===== src/rtl/box_gray_capture.sv =====
// box_gray_capture: takes in-box RGB565 pixels from the byte-rate camera stream,
// converts them to 8-bit grayscale through a two-stage pipeline and writes one
// BOX_W x BOX_W frame row-major into the CNN input buffer. The completed frame is
// then held (frame_ready) until the CNN acknowledges it; camera frames arriving
// meanwhile are skipped.
module box_gray_capture #(
    parameter int BOX_W  = 50,
    parameter int ADDR_W = 12
) (
    input  logic              cam_pclk,
    input  logic              rst,
    input  logic              pos_vsync,
    input  logic              gray_en,
    input  logic [15:0]       cmos_data_t,
    output logic              wr_en,
    output logic [ADDR_W-1:0] wr_addr,
    output logic [7:0]        wr_data,
    output logic              frame_ready,
    input  logic              frame_ack
);
    localparam int                NPIX     = BOX_W * BOX_W;
    localparam int                STAGES   = 2;
    localparam logic [ADDR_W-1:0] LAST_PIX = ADDR_W'(NPIX - 1);

    typedef enum logic [1:0] {IDLE, CAPTURE, FLUSH, DONE} state_t;

    // first pipeline stage: weighted colour channels plus destination address
    typedef struct packed {
        logic [15:0]       r_p;
        logic [15:0]       g_p;
        logic [15:0]       b_p;
        logic [ADDR_W-1:0] addr;
    } s1_t;

    state_t              state, state_nxt;
    logic                phase;
    logic [ADDR_W-1:0]   pix_cnt, pix_cnt_nxt;
    logic                flush_cnt, flush_cnt_nxt;
    logic                take;
    logic [STAGES:1]     vld_pipe;
    s1_t                 s1;
    logic [7:0]          r8, g8, b8;
    logic [15:0]         y_sum;

    // a frame-start pulse wins over a coincident pixel: the restart discards it
    assign take = (state == CAPTURE) && gray_en && phase && !pos_vsync;

    // channel expansion to 8 bits by replicating the top bits into the low bits
    assign r8 = {cmos_data_t[15:11], cmos_data_t[15:13]};
    assign g8 = {cmos_data_t[10:5],  cmos_data_t[10:9]};
    assign b8 = {cmos_data_t[4:0],   cmos_data_t[4:2]};

    // weights sum to 256, so the total peaks at 255*256 and fits 16 bits
    assign y_sum = s1.r_p + s1.g_p + s1.b_p;

    assign frame_ready = (state == DONE);

    // state, pixel counter, flush counter and byte phase registers
    always_ff @(posedge cam_pclk or posedge rst) begin
        if (rst) begin
            state     <= IDLE;
            pix_cnt   <= '0;
            flush_cnt <= 1'b0;
            phase     <= 1'b0;
        end else begin
            state     <= state_nxt;
            pix_cnt   <= pix_cnt_nxt;
            flush_cnt <= flush_cnt_nxt;
            phase     <= gray_en ? ~phase : 1'b0;
        end
    end

    // next-state logic: arm on vsync, count taken pixels, drain, hold until ack
    always_comb begin
        state_nxt     = state;
        pix_cnt_nxt   = pix_cnt;
        flush_cnt_nxt = flush_cnt;
        case (state)
            IDLE: begin
                if (pos_vsync) begin
                    state_nxt   = CAPTURE;
                    pix_cnt_nxt = '0;
                end
            end
            CAPTURE: begin
                if (pos_vsync) begin
                    pix_cnt_nxt = '0;
                end else if (take) begin
                    pix_cnt_nxt = pix_cnt + 1'b1;
                    if (pix_cnt == LAST_PIX) begin
                        state_nxt     = FLUSH;
                        flush_cnt_nxt = 1'b0;
                    end
                end
            end
            FLUSH: begin
                flush_cnt_nxt = 1'b1;
                if (flush_cnt) state_nxt = DONE;
            end
            DONE: begin
                if (frame_ack) state_nxt = IDLE;
            end
            default: state_nxt = IDLE;
        endcase
    end

    // stage 1: channel products and address
    always_ff @(posedge cam_pclk or posedge rst) begin
        if (rst) begin
            s1          <= '0;
            vld_pipe[1] <= 1'b0;
        end else begin
            vld_pipe[1] <= take;
            if (take) begin
                s1.r_p  <= 16'(r8) * 16'd77;
                s1.g_p  <= 16'(g8) * 16'd150;
                s1.b_p  <= 16'(b8) * 16'd29;
                s1.addr <= pix_cnt;
            end
        end
    end

    // stage 2: luma sum scaled by 1/256 and buffer write
    always_ff @(posedge cam_pclk or posedge rst) begin
        if (rst) begin
            vld_pipe[2] <= 1'b0;
            wr_addr     <= '0;
            wr_data     <= '0;
        end else begin
            vld_pipe[2] <= vld_pipe[1];
            if (vld_pipe[1]) begin
                wr_addr <= s1.addr;
                wr_data <= y_sum[15:8];
            end
        end
    end

    assign wr_en = vld_pipe[STAGES];

endmodule

===== config.mk =====
export PLATFORM = sky130hd
export DESIGN_NAME = box_gray_capture
export DESIGN_NICKNAME = d
export VERILOG_FILES = /design/src/rtl/box_gray_capture.sv
export SDC_FILE = /design/constraint.sdc
export NUM_CORES = 1
export LEC_CHECK = 0
export BUFFER_PORTS_ARGS = -buffer_cell sky130_fd_sc_hd__buf_2
export CAP_MARGIN = 30
export CORE_MARGIN = 3
export CORE_UTILIZATION = 55
export DETAILED_ROUTE_END_ITERATION = 8
export GPL_ROUTABILITY_DRIVEN = 0
export PLACE_DENSITY = 0.73
export SLEW_MARGIN = 20
export SYNTH_ARGS = -nofsm -noshare
export SYNTH_HDL_FRONTEND = slang
export SYNTH_SLANG_ARGS = --single-unit

===== constraint.sdc =====
create_clock -name cam_pclk -period 3.7 [get_ports cam_pclk]
set_clock_uncertainty 0.15 [all_clocks]
set_input_delay 0.74 -clock cam_pclk [delete_from_list [all_inputs] [get_ports cam_pclk]]
set_output_delay 0.74 -clock cam_pclk [all_outputs]
set_load 0.1 [all_outputs]

# Word-level counts from Yosys, hierarchy flattened
# Index checks and enable logic that the tools add are counted.
# totals
reg_bits,93
out_inout_bits,22
word_cells,56
# op_classes
n_addsub,3
mul,3
n_eq_ne,11
mux,16
n_bitwise,1
n_reduce_logical,10
# ops
operator,n
$mux W12,3
$mul A8 B7 Y15 const B,2
$pmux W12 S2,1
$add A15 B16 Y16,1
$add A16 B13 Y16,1
$mul A8 B5 Y13 const B,1
$add A12 B1 Y12 const B,1
$eq A12 B12 Y1 const B,1
$mux W2,6
$ne A2 B2 Y1 const B,4
$pmux W2 S4,1
$reduce_and A6 Y1,1
$eq A2 B2 Y1 const B,2
$mux W1,4
$ne A2 B1 Y1 const B,2
$reduce_and A4 Y1,1
$reduce_bool A2 Y1,2
$logic_and A1 B1 Y1,3
$ne A3 B3 Y1 const B,1
$reduce_and A3 Y1,1
$eq A2 B1 Y1 const B,1
$logic_not A2 Y1,1
$pmux W1 S2,1
$logic_not A1 Y1,1
$not A1 Y1,1

# Depth between registers and ports, before layout
# Gate-level depths: netlist of run 1.
# depth
depth_word,7
depth_mapped,14

# Worst setup path before layout of run 1
# No wires, ideal clock.
# synth_path
path_kind,input -> register
start,input port cmos_data_t[12]
end,register s1[57] (netlist name)
setup_time_ps,95
arrival_ps,3788
required_ps,3455
path_slack_ps,-333
cell_stages,12
path_buffers,0
cell_sequence,ha_1 ha_1 inv_1 fa_1 fa_1 inv_1 ha_1 or3_1 o221a_1 o31a_1 o21a_1 o31ai_1
# synth_via
elab_chain_cells,1
# synth_lines
item,line_no,rtl
from (decl),14,"input logic [15:0] cmos_data_t,"
$mul A8 B7 Y15,115,s1.r_p <= 16'(r8) * 16'd77;
to (decl),41,s1_t s1;
# No other way between the ends.
# A chain may end at the register's enable or synchronous reset.

# Final worst setup path of run 1
# layout_path
start,input port cmos_data_t[14]
end,register s1[56] (netlist name)
# The elaborated chain is that of the path after synthesis.

==> results of run 1 <==
what timing repair did:
action,in CTS,in global routing
setup buffers,1,2
pin swaps,2,20
resized for setup,13,16
setup endpoints to repair,4,12
cell usage after synthesis, types with 4 or more instances:
cell type                  instances
sky130_fd_sc_hd__a21oi_1          29
sky130_fd_sc_hd__nand2_1         108
sky130_fd_sc_hd__mux2_2           14
sky130_fd_sc_hd__a21o_1           10
sky130_fd_sc_hd__inv_1            70
sky130_fd_sc_hd__dfrtp_1          93
sky130_fd_sc_hd__o31ai_1           8
sky130_fd_sc_hd__nor3_1           12
sky130_fd_sc_hd__xnor2_1          13
sky130_fd_sc_hd__mux2i_1           4
sky130_fd_sc_hd__clkbuf_1         13
sky130_fd_sc_hd__ha_1            116
sky130_fd_sc_hd__a211oi_1          7
sky130_fd_sc_hd__nor2_1           45
sky130_fd_sc_hd__o21ai_0          52
sky130_fd_sc_hd__nand3_1           6
sky130_fd_sc_hd__fa_1             37
sky130_fd_sc_hd__nand4_1           5
sky130_fd_sc_hd__buf_1             5
sky130_fd_sc_hd__o21a_1           10
sky130_fd_sc_hd__nor2b_1           5
sky130_fd_sc_hd__xor2_1           19
sky130_fd_sc_hd__or3_1             6
sky130_fd_sc_hd__and3_1            5
flip-flops by register name, summed over array words and instances, names as in the netlist:
signal     count
pix_cnt       12
state          2
wr_data        8
vld_pipe       1
wr_addr       12
flush_cnt      1
phase          1
s1            55
wr_en          1
power groups by stage:
stage | clock network [mW] | registers (mW) | logic [mW]
final | 0.928 | 1.41 | 3.25
after global routing | 0.990 | 1.44 | 3.65
after CTS | 0.940 | 1.42 | 3.17
after detailed placement | 0 | 1.44 | 3.11
after global placement | 0 | 1.43 | 3.00
after floorplan | 0 | 1.70 | 2.01
layer usage:
| layer | vias up | track usage [%] | part of all wire, % |
|---|---|---|---|
| met3 | 37 | 3.23 | 3.1 |
| met1 | 2670 | 28.3 | 43 |
| met5 | - | 0 | 0 |
| met4 | 0 | 8.36 | 2.9 |
| met2 | 89 | 40.0 | 51 |
| li1 | 2732 | - | - |
layout by cell type, fill, tap and decap left out, types with 27 or more instances in the layout:
| cell | instances |
|---|---|
| sky130_fd_sc_hd__fa_1 | 37 |
| sky130_fd_sc_hd__a21oi_1 | 27 |
| sky130_fd_sc_hd__inv_1 | 67 |
| sky130_fd_sc_hd__dfrtp_1 | 93 |
| sky130_fd_sc_hd__nor2_1 | 45 |
| sky130_fd_sc_hd__nand2_1 | 108 |
| sky130_fd_sc_hd__buf_2 | 39 |
| sky130_fd_sc_hd__ha_1 | 100 |
| sky130_fd_sc_hd__buf_4 | 66 |
| sky130_fd_sc_hd__o21ai_0 | 46 |
cells by family (layout without fill, tap and decap cells):
kind of cell,Yosys count,count (layout),share of synthesized area (%)
AND/OR/NAND/NOR,204,204,12.7
buffers and inverters,88,195,4.60
AO/OA/AOI/OAI,146,146,12.9
flip-flops,93,93,32.4
multiplexers,19,19,2.91
XOR/XNOR,32,32,3.91
adder cells (fa/ha/maj),153,153,30.5
per-stage QoR:
stage	setup slack [ns]	hold slack (ns)	cells
after floorplan	-0.155	0.241	735
after global placement	-0.356	0.306	994
after detailed placement	-0.482	0.314	994
after CTS	0.000904	0.333	1011
after global routing	-0.0756	0.355	1014
final	-0.0271	0.334	1014
path summary, 6_finish.rpt:
| kind | from | to | slack [ns] | cells past startpoint |
|---|---|---|---|---|
| worst max-delay path | cmos_data_t[14] | s1[56] | -0.03 | 11 |
| worst min-delay path | s1[11] | s1[11] | 0.33 | 2 |
| worst max register to register | s1[15] | wr_data[3] | 0.87 | 10 |
| worst min register to register | s1[11] | s1[11] | 0.33 | 2 |
| max in group asynchronous | rst | s1[18] | 2.37 | 3 |
| min in group asynchronous | rst | wr_addr[7] | 0.34 | 2 |
worst max-delay path, stage by stage:
cell	delay, ns
sky130_fd_sc_hd__buf_2	0.15
sky130_fd_sc_hd__ha_4	0.26
sky130_fd_sc_hd__ha_1	0.31
sky130_fd_sc_hd__fa_1	0.51
sky130_fd_sc_hd__ha_1	0.33
sky130_fd_sc_hd__ha_2	0.21
sky130_fd_sc_hd__or3_4	0.37
sky130_fd_sc_hd__or3_4	0.37
sky130_fd_sc_hd__a221oi_4	0.31
sky130_fd_sc_hd__xnor2_1	0.16
sky130_fd_sc_hd__o21ai_1	0.08
final cells by class:
cell class,instances,share of cell area [%]
inverters,70,3.09
well taps,172,2.49
clock buffers,9,2.60
multi-input cells,554,55.1
flip-flops and latches,93,26.9
repair buffers,109,8.89
clock inverters,7,0.968
==> results.rst, run 1 <==
.. list-table::
   :header-rows: 1

   * - Metric
     - Value
   * - Sw frac
     - 45.1%
   * - Antenna violations before repair
     - 0
   * - Fill count
     - 934
   * - Hold Vio Cnt, Final
     - 0
   * - CTS tree
     - built
   * - Layout-stage area growth over the synthesis result
     - 20.6%
   * - Result of the run
     - finished with violations
   * - Post-synthesis instance total
     - 735
   * - Initial core utilization
     - 56.6%
   * - TritonCTS Sinks
     - 93
   * - Internal power
     - 3.07 mW
   * - Unrepaired setup endpoints after global routing
     - yes
   * - Flip-flop and latch area
     - 2330 µm²
   * - Die Area
     - 14500 µm²
   * - Final total power
     - 5.60 mW
   * - Count of port buffers added during placement
     - 42
   * - Violations in the final reports
     - negative setup slack
   * - Top cell type's share of synthesized area
     - 32.4%
   * - End-of-flow core utilization
     - 68.3%
   * - Vias post-DR
     - 5528
   * - Core Rows
     - 41
   * - Accumulated negative setup slack
     - -0.0457 ns
   * - Setup-violating endpoint count in the final report
     - 2
   * - Fmax
     - 268 MHz
   * - Num CTS Buffers
     - 9
   * - DRC marker count from the first detailed-route iteration
     - 339
   * - Crit. End Element
     - flip-flop
   * - Remaining routing DRC violations
     - 0
   * - Hold Buf Count CTS
     - 0
   * - Number of register bits inferred by synthesis
     - 93
   * - Clk root buf
     - sky130_fd_sc_hd__clkbuf_16
   * - Layout cell share with drive strength beyond 1
     - 21.0%
   * - Number of synthesized flops with an enable pin
     - 0
   * - Finished Cell Area
     - 8660 µm²
   * - Critical Path Fanout Max
     - 4
   * - Worst hold-check path type
     - reg2reg
   * - Maximum number of pins on one net before global-route repair
     - 52
   * - Clock-pin slew on the worst setup and hold paths
     - 0.07 ns
   * - Height of the die
     - 120 µm
   * - Ports placed on the boundary
     - 43
   * - Worst slew slack as a fraction of its limit
     - 52.0%
   * - Number of global-route vias before repair
     - 5891
   * - Die X
     - 120 µm
   * - Fraction of the cycle the final worst path needs
     - 101%
   * - Average wire length per cell after detail routing
     - 15.5 µm
   * - Seq/Total Area, Yosys
     - 32.4%
   * - Number of warnings printed during yosys synthesis
     - 0
   * - Routed wire length
     - 15700 µm
   * - Synth area leader
     - sky130_fd_sc_hd__dfrtp_1
   * - Insertion delay of the later-clocked pin in the worst-skew pair
     - 0.35 ns
   * - Type of the worst setup path
     - in2reg
   * - Final #Nets
     - 1011
   * - Gr usage total
     - 22.6%
   * - Proportion of power drawn by flip-flops and latches
     - 25.3%
   * - Slew at the pin closest to its max-slew limit
     - 0.719 ns
   * - Data arrival time of the worst path
     - 3.80 ns
   * - LEAKAGE
     - 4.44 nW
   * - Final critical delay including setup and external delays
     - 3.73 ns
   * - Share of flip-flops with an asynchronous set or reset after synthesis
     - 100%
   * - Most area-consuming cells after synthesis
     - sky130_fd_sc_hd__dfrtp_1, sky130_fd_sc_hd__ha_1, sky130_fd_sc_hd__fa_1
   * - Bufs on Longest Clock Path
     - 2
   * - First-pass GRT wire length
     - 26900 µm
   * - Power per cell area
     - 647 nW/µm²
   * - Count of nets left with antenna violations after detail routing
     - 0
   * - Most used flip-flop cell after synthesis
     - sky130_fd_sc_hd__dfrtp_1
   * - Core outline area
     - 12700 µm²
   * - Data required time of the critical path
     - 3.77 ns
   * - Overall overflow remaining after global route
     - 0
   * - Number of library cell types mapped by synthesis
     - 53
   * - Number of max-capacitance violations reported
     - 0
   * - Count of pins over their slew limit
     - 0
   * - Area occupied by multi-input gates
     - 4770 µm²
   * - Clock power share
     - 16.6%
   * - Synthesized Nets
     - 909
   * - Peak ir drop on the vdd network
     - 0.488 mV
   * - Synthesized area divided by synthesized cell count
     - 9.76 µm²
   * - Combinational fraction of design power
     - 58.1%
   * - Final setup slack of the worst path
     - -0.0271 ns
   * - Net switching power of the design
     - 2.53 mW
   * - Placed Instance Area
     - 8130 µm²
   * - Vias per Instance
     - 5.45
   * - Synth Cell Area
     - 7180 µm²
   * - Total inserted antenna cells
     - 0
   * - Kind of launch point of the worst setup path
     - input port
   * - Detailed-placement wirelength estimate
     - 12000 µm
   * - Level count of the clock H-tree
     - 3
   * - Number of detailed-route iterations in the first pass
     - 4
Power figures use the tool's default switching activity.
==> run 2: changes to the inputs <==
Settings changed: RECOVER_POWER set to 100.
==> run 2 against run 1 <==
Effect of this change:
- the flow finishes with violations (max-capacitance violations, max-slew violations, negative setup slack)
- sequential power barely moved
- die area is the same
- register-to-register slack got worse by 0.06 ns
- clock power hardly changed
- critical path depth stayed put
- global-route usage stayed put
- fmax about the same
- first-iteration DRC count grew 6.2%
- clock-buffer cell count is the same
- non-clock buffer count stayed put
- utilization decreased by 0.43 points
- critical path type unchanged
- highest routed layer unchanged
==> results.rst, run 2 (synthesis gave the netlist of run 1 again) <==
.. list-table::
   :header-rows: 1

   * - Metric
     - Value
   * - Worst hold-check path type
     - reg2reg
   * - Setup-violating endpoint count in the final report
     - 2
   * - Crit. End Element
     - flip-flop
   * - Top library cells by usage in the layout, fill and taps aside
     - sky130_fd_sc_hd__nand2_1, sky130_fd_sc_hd__ha_1, sky130_fd_sc_hd__dfrtp_1
   * - Bufs on Longest Clock Path
     - 2
   * - Number of detailed-route iterations in the first pass
     - 5
   * - CTS tree
     - built
   * - Clock-pin slew on the worst setup and hold paths
     - 0.08 ns
   * - Number of buffer and inverter stages on the critical path
     - 1
   * - Power per cell area
     - 650 nW/µm²
   * - Core outline area
     - 12700 µm²
   * - Violations in the final reports
     - max-capacitance violations, max-slew violations, negative setup slack
   * - Startpoint of the tightest hold check path
     - phase
   * - TritonCTS Sinks
     - 93
   * - Count of pins over their slew limit
     - 44
   * - Hold Vio Cnt, Final
     - 0
   * - Hold Buf Count CTS
     - 0
   * - Layout cell share with drive strength beyond 1
     - 20.5%
   * - Core Rows
     - 41
   * - Final critical delay including setup and external delays
     - 3.73 ns
   * - Type of the worst setup path
     - in2reg
   * - Capture instance of the worst register-to-register path
     - wr_data[7]
   * - Delay contributed by the slowest stage of the critical path
     - 0.51 ns
   * - Gr usage total
     - 22.6%
   * - Hold Crit Depth
     - 1
   * - Reg2reg start
     - s1[15]
   * - Slew at the pin closest to its max-slew limit
     - 1.78 ns
   * - Count of nets left with antenna violations after detail routing
     - 0
   * - Vias per Instance
     - 5.45
   * - Level count of the clock H-tree
     - 3
   * - Biggest register
     - s1
   * - Capture endpoint of the worst hold path
     - phase
   * - Initial core utilization
     - 56.6%
   * - Kind of launch point of the worst setup path
     - input port
   * - Unrepaired setup endpoints after global routing
     - yes
   * - Overall overflow remaining after global route
     - 0
   * - Detailed-placement wirelength estimate
     - 12000 µm
   * - Flip-flop count of the largest register after layout
     - 55
   * - Count of port buffers added during placement
     - 42
   * - Most common cell after layout, fill and taps aside
     - sky130_fd_sc_hd__nand2_1
   * - Slowest library cell on the worst path
     - sky130_fd_sc_hd__fa_1
   * - Final setup slack of the worst path
     - -0.0287 ns
   * - First-pass GRT wire length
     - 26900 µm
   * - Worst-path cell chain
     - buf_2 > ha_4 > ha_1 > fa_1 > ha_1 > ha_2 > or3_4 > or3_4 > a221oi_4 > xnor2_1 > o21ai_1
   * - Flop2flop setup slack
     - 0.81 ns
   * - Total inserted antenna cells
     - 0
   * - Top flop regs
     - s1 x55, pix_cnt x12, wr_addr x12
   * - Result of the run
     - finished with violations
   * - Worst slew slack as a fraction of its limit
     - -19.3%
   * - Vias post-DR
     - 5529
   * - Clk root buf
     - sky130_fd_sc_hd__clkbuf_16
   * - Crit path max-delay family
     - adder cells
   * - Peak ir drop on the vdd network
     - 0.488 mV
   * - LEAKAGE
     - 4.40 nW
   * - DRC marker count from the first detailed-route iteration
     - 360
   * - Number of global-route vias before repair
     - 5891
   * - Die X
     - 120 µm
   * - Remaining routing DRC violations
     - 0
   * - Fraction of the cycle the final worst path needs
     - 101%
   * - Setup slack at placement
     - -0.482 ns
   * - Path depth of the worst reg2reg path
     - 10
   * - End-of-flow core utilization
     - 67.9%
   * - Num CTS Buffers
     - 9
   * - Routed wire length
     - 15700 µm
   * - Number of max-capacitance violations reported
     - 1
   * - Ports placed on the boundary
     - 43
   * - Critical Path Fanout Max
     - 4
   * - Antenna violations before repair
     - 0
   * - Layout-stage area growth over the synthesis result
     - 19.9%
   * - Maximum number of pins on one net before global-route repair
     - 52
   * - Die Area
     - 14500 µm²
   * - Height of the die
     - 120 µm
   * - Data required time of the critical path
     - 3.77 ns
   * - Post-placement cell count
     - 994
   * - Fmax
     - 268 MHz
   * - Count of placed standard cells in the final layout, fillers left out
     - 1014
   * - Insertion delay of the later-clocked pin in the worst-skew pair
     - 0.35 ns
   * - Final #Nets
     - 1011
   * - Data arrival time of the worst path
     - 3.80 ns
   * - Average wire length per cell after detail routing
     - 15.5 µm
[run 2: metal layers]
metal  part of all wire, %  up-vias  track usage, %
met2                    51      100            40.0
li1                      -     2730               -
met3                   2.9       38            3.23
met4                   2.9        0            8.36
met5                     0        -               0
met1                    44     2661            28.3
[run 2: worst max path at each step]
stage                                from  depth (start not counted)  endpoint
after global placement    cmos_data_t[12]                         13    s1[56]
after floorplan           cmos_data_t[12]                         12    s1[56]
after detailed placement  cmos_data_t[14]                         11    s1[57]
after global routing      cmos_data_t[12]                         13    s1[57]
after CTS                 cmos_data_t[12]                         13    s1[57]
final                     cmos_data_t[14]                         11    s1[56]
[run 2: stage by stage]
stage | hold WS, ns | cell area, µm² | TNS, ns | total power [mW]
after floorplan | 0.241 | 7290 | -0.359 | 3.70
after global placement | 0.306 | 8130 | -3.05 | 4.43
after detailed placement | 0.314 | 8130 | -4.46 | 4.55
after CTS | 0.333 | 8520 | 0 | 5.53
after global routing | 0.345 | 8600 | -0.189 | 6.07
final | 0.314 | 8600 | -0.0415 | 5.59
[run 2: timing repair]
action                                 in CTS  in global routing
buffers inserted                            1                  2
pin swaps                                   2                 20
gates resized for setup                    13                 16
setup endpoints to repair                   4                 12
endpoints found under the hold margin       0                  0
[run 2: area by class of cell]
cell class,instances,area (µm²)
multi-input combinational,554,4750
clock inverter,7,83.8
sequential,93,2330
clock buffer,9,225
tap,172,215
inverter,70,268
fill,943,4070
timing repair buffer,109,729
[run 2: report_power, final]
| part | switching (mW) | internal (mW) |
|---|---|---|
| registers | 0.181 | 1.23 |
| clock network | 0.441 | 0.486 |
| logic | 1.90 | 1.35 |
| total | 2.52 | 3.07 |
==> run 3: changes to the inputs <==
Settings changed: CORE_UTILIZATION 55 to 60, PLACE_DENSITY 0.73 to 0.79.
Clock period 3.7 ns to 4.25 ns, I/O delays scaled along.
==> run 3 against run 2 <==
Effect of this change:
- the run ends with max-capacitance violations, max-slew violations left
- combinational power shrank 21%
- global-route usage is 1.2 points higher
- critical path type unchanged
- final area decreased by 7.7%
- total power is 17% lower
- die area fell by 7.9%
- flip-flop and latch count unchanged
- critical endpoint is now s1[57]
- highest routed layer unchanged
- sequential power shrank 12%
- clock power fell by 9.8%
==> results.rst, run 3 (synthesis gave the netlist of run 1 again) <==
.. list-table::
   :header-rows: 1

   * - Metric
     - Value
   * - Result of the run
     - finished with violations
   * - Violations in the final reports
     - max-capacitance violations, max-slew violations
   * - Setup-violating endpoint count in the final report
     - 0
   * - Top library cells by usage in the layout, fill and taps aside
     - sky130_fd_sc_hd__ha_1, sky130_fd_sc_hd__nand2_1, sky130_fd_sc_hd__dfrtp_1
   * - Peak ir drop on the vdd network
     - 0.323 mV
   * - Worst-path cell chain
     - buf_2 > clkbuf_1 > ha_1 > ha_1 > inv_1 > fa_1 > fa_1 > inv_1 > ha_1 > or3_1 > o221a_1 > o31a_1 > o21a_1 > o31ai_2
   * - First-pass GRT wire length
     - 25500 µm
   * - Data arrival time of the worst path
     - 4.22 ns
   * - Busiest metal layer after global routing
     - met2
   * - Height of the die
     - 115 µm
   * - Insertion delay of the later-clocked pin in the worst-skew pair
     - 0.34 ns
   * - Fraction of the cycle the final worst path needs
     - 97.5%
   * - Number of max-capacitance violations reported
     - 1
   * - Routed wire length
     - 14800 µm
   * - Delay contributed by the slowest stage of the critical path
     - 0.52 ns
   * - Antenna violations before repair
     - 0
   * - TritonCTS Sinks
     - 93
   * - Layout cell share with drive strength beyond 1
     - 8.84%
   * - Overall overflow remaining after global route
     - 0
   * - Unrepaired setup endpoints after global routing
     - no
   * - Detailed-placement wirelength estimate
     - 11600 µm
   * - Vias post-DR
     - 5391
   * - Clock-pin slew on the worst setup and hold paths
     - 0.07 ns
   * - Fmax
     - 241 MHz
   * - Core Rows
     - 39
   * - Average wire length per cell after detail routing
     - 15.7 µm
   * - Crit. End Element
     - flip-flop
   * - Flop2flop setup slack
     - 0.61 ns
   * - DRC marker count from the first detailed-route iteration
     - 349
   * - Count of pins over their slew limit
     - 35
   * - Worst slew slack as a fraction of its limit
     - -17.5%
   * - End-of-flow core utilization
     - 68.6%
   * - Number of global-route vias before repair
     - 5562
   * - Power per cell area
     - 585 nW/µm²
   * - Hold Vio Cnt, Final
     - 0
   * - Biggest register
     - s1
   * - Critical Path Fanout Max
     - 3
   * - Count of nets left with antenna violations after detail routing
     - 0
   * - GR Layer Usage met2
     - 43.2%
   * - Number of detailed-route iterations in the first pass
     - 4
   * - Fill count
     - 885
   * - Layout-stage area growth over the synthesis result
     - 10.6%
   * - Top flop regs
     - s1 x55, pix_cnt x12, wr_addr x12
   * - Final #Nets
     - 972
   * - Kind of launch point of the worst setup path
     - input port
   * - Level count of the clock H-tree
     - 3
   * - Slew at the pin closest to its max-slew limit
     - 1.76 ns
   * - Slowest library cell on the worst path
     - sky130_fd_sc_hd__fa_1
   * - Die Area
     - 13300 µm²
   * - Count of port buffers added during placement
     - 42
   * - Cell mode on critical path
     - sky130_fd_sc_hd__ha_1
   * - Gr usage total
     - 23.8%
   * - Area occupied by multi-input gates
     - 4500 µm²
   * - Total inserted antenna cells
     - 0
   * - Data required time of the critical path
     - 4.33 ns
   * - M3 GR Usage
     - 2.74%
   * - Vias per Instance
     - 5.70
   * - Flip-flop count of the largest register after layout
     - 55
   * - Final critical delay including setup and external delays
     - 4.14 ns
   * - LEAKAGE
     - 4.09 nW
   * - Ports placed on the boundary
     - 43
   * - CTS tree
     - built
   * - Core outline area
     - 11600 µm²
   * - Final worst hold slack
     - 0.319 ns
   * - Type of the worst setup path
     - in2reg
   * - Maximum number of pins on one net before global-route repair
     - 69
   * - Remaining routing DRC violations
     - 0
   * - Flip-flop and latch area
     - 2330 µm²
   * - Die X
     - 115 µm
   * - Bufs on Longest Clock Path
     - 2
   * - Final total power
     - 4.65 mW
   * - Grt met1 use
     - 29.4%
   * - Clk root buf
     - sky130_fd_sc_hd__clkbuf_16
   * - Most common cell after layout, fill and taps aside
     - sky130_fd_sc_hd__ha_1
   * - Num CTS Buffers
     - 9
   * - Worst hold-check path type
     - reg2reg
   * - Initial core utilization
     - 62.0%
==> run 3: cell types whose count changed in the layout (fill, tap and decap cells not counted), moves of 3 or more <==
cell,change
sky130_fd_sc_hd__o21ai_1,-5
sky130_fd_sc_hd__ha_4,-14
sky130_fd_sc_hd__o21ai_0,+6
sky130_fd_sc_hd__buf_2,-21
sky130_fd_sc_hd__inv_8,-3
sky130_fd_sc_hd__ha_1,+16
sky130_fd_sc_hd__clkbuf_1,+32
sky130_fd_sc_hd__buf_4,-49
==> run 3: layout make-up <==
cell class | count | share of cell area (%)
flip-flops and latches | 93 | 29.3
clock buffers | 11 | 3.18
inverters | 70 | 3.33
multi-input cells | 554 | 56.6
clock inverters | 5 | 0.820
well taps | 143 | 2.25
repair buffers | 70 | 4.45
==> run 3: path summary, 6_finish.rpt <==
| kind | depth (start not counted) | end | from |
|---|---|---|---|
| min in group asynchronous | 2 | wr_data[7] | rst |
| max in group asynchronous | 4 | s1[49] | rst |
| setup / recovery | 14 | s1[57] | cmos_data_t[12] |
| setup reg to reg | 7 | s1[34] | state[1] |
| hold / removal | 1 | phase | phase |
| hold reg to reg | 1 | phase | phase |
==> run 3: critical path, delay by kind of cell <==
kind / cells / cell delay, ns
AO/OA/AOI/OAI: 4 / 0.98
adder cells (fa/ha/maj): 5 / 1.66
buffers and inverters: 4 / 0.35
AND/OR/NAND/NOR: 1 / 0.39
==> run 3: metrics by stage <==
step | std cells | TNS, ns | area, µm² | setup WS, ns
2_1_floorplan | 735 | 0 | 7180 | 0.107
3_3_place_gp | 928 | -0.203 | 7690 | -0.0919
3_5_place_dp | 928 | -0.605 | 7690 | -0.203
4_1_cts | 944 | 0 | 8010 | 0.0677
5_1_grt | 946 | 0 | 7940 | 0.0170
6_report | 946 | 0 | 7940 | 0.108
==> run 3: timing repair <==
item,4_1_cts,5_1_grt
setup buffers,0,0
hold buffers,0,0
resized for setup,0,1
setup endpoints to repair,0,1
==> run 3: where the power goes <==
part / internal, mW / switching, mW
logic: 0.987 / 1.58
clock network: 0.494 / 0.343
registers: 1.08 / 0.167
total: 2.56 / 2.09
==> run 3: per-layer routing <==
metal	vias up	share of wire, %
li1	2648	-
met1	2586	43
met2	127	51
met3	30	3.6
met4	0	2.3
met5	-	0
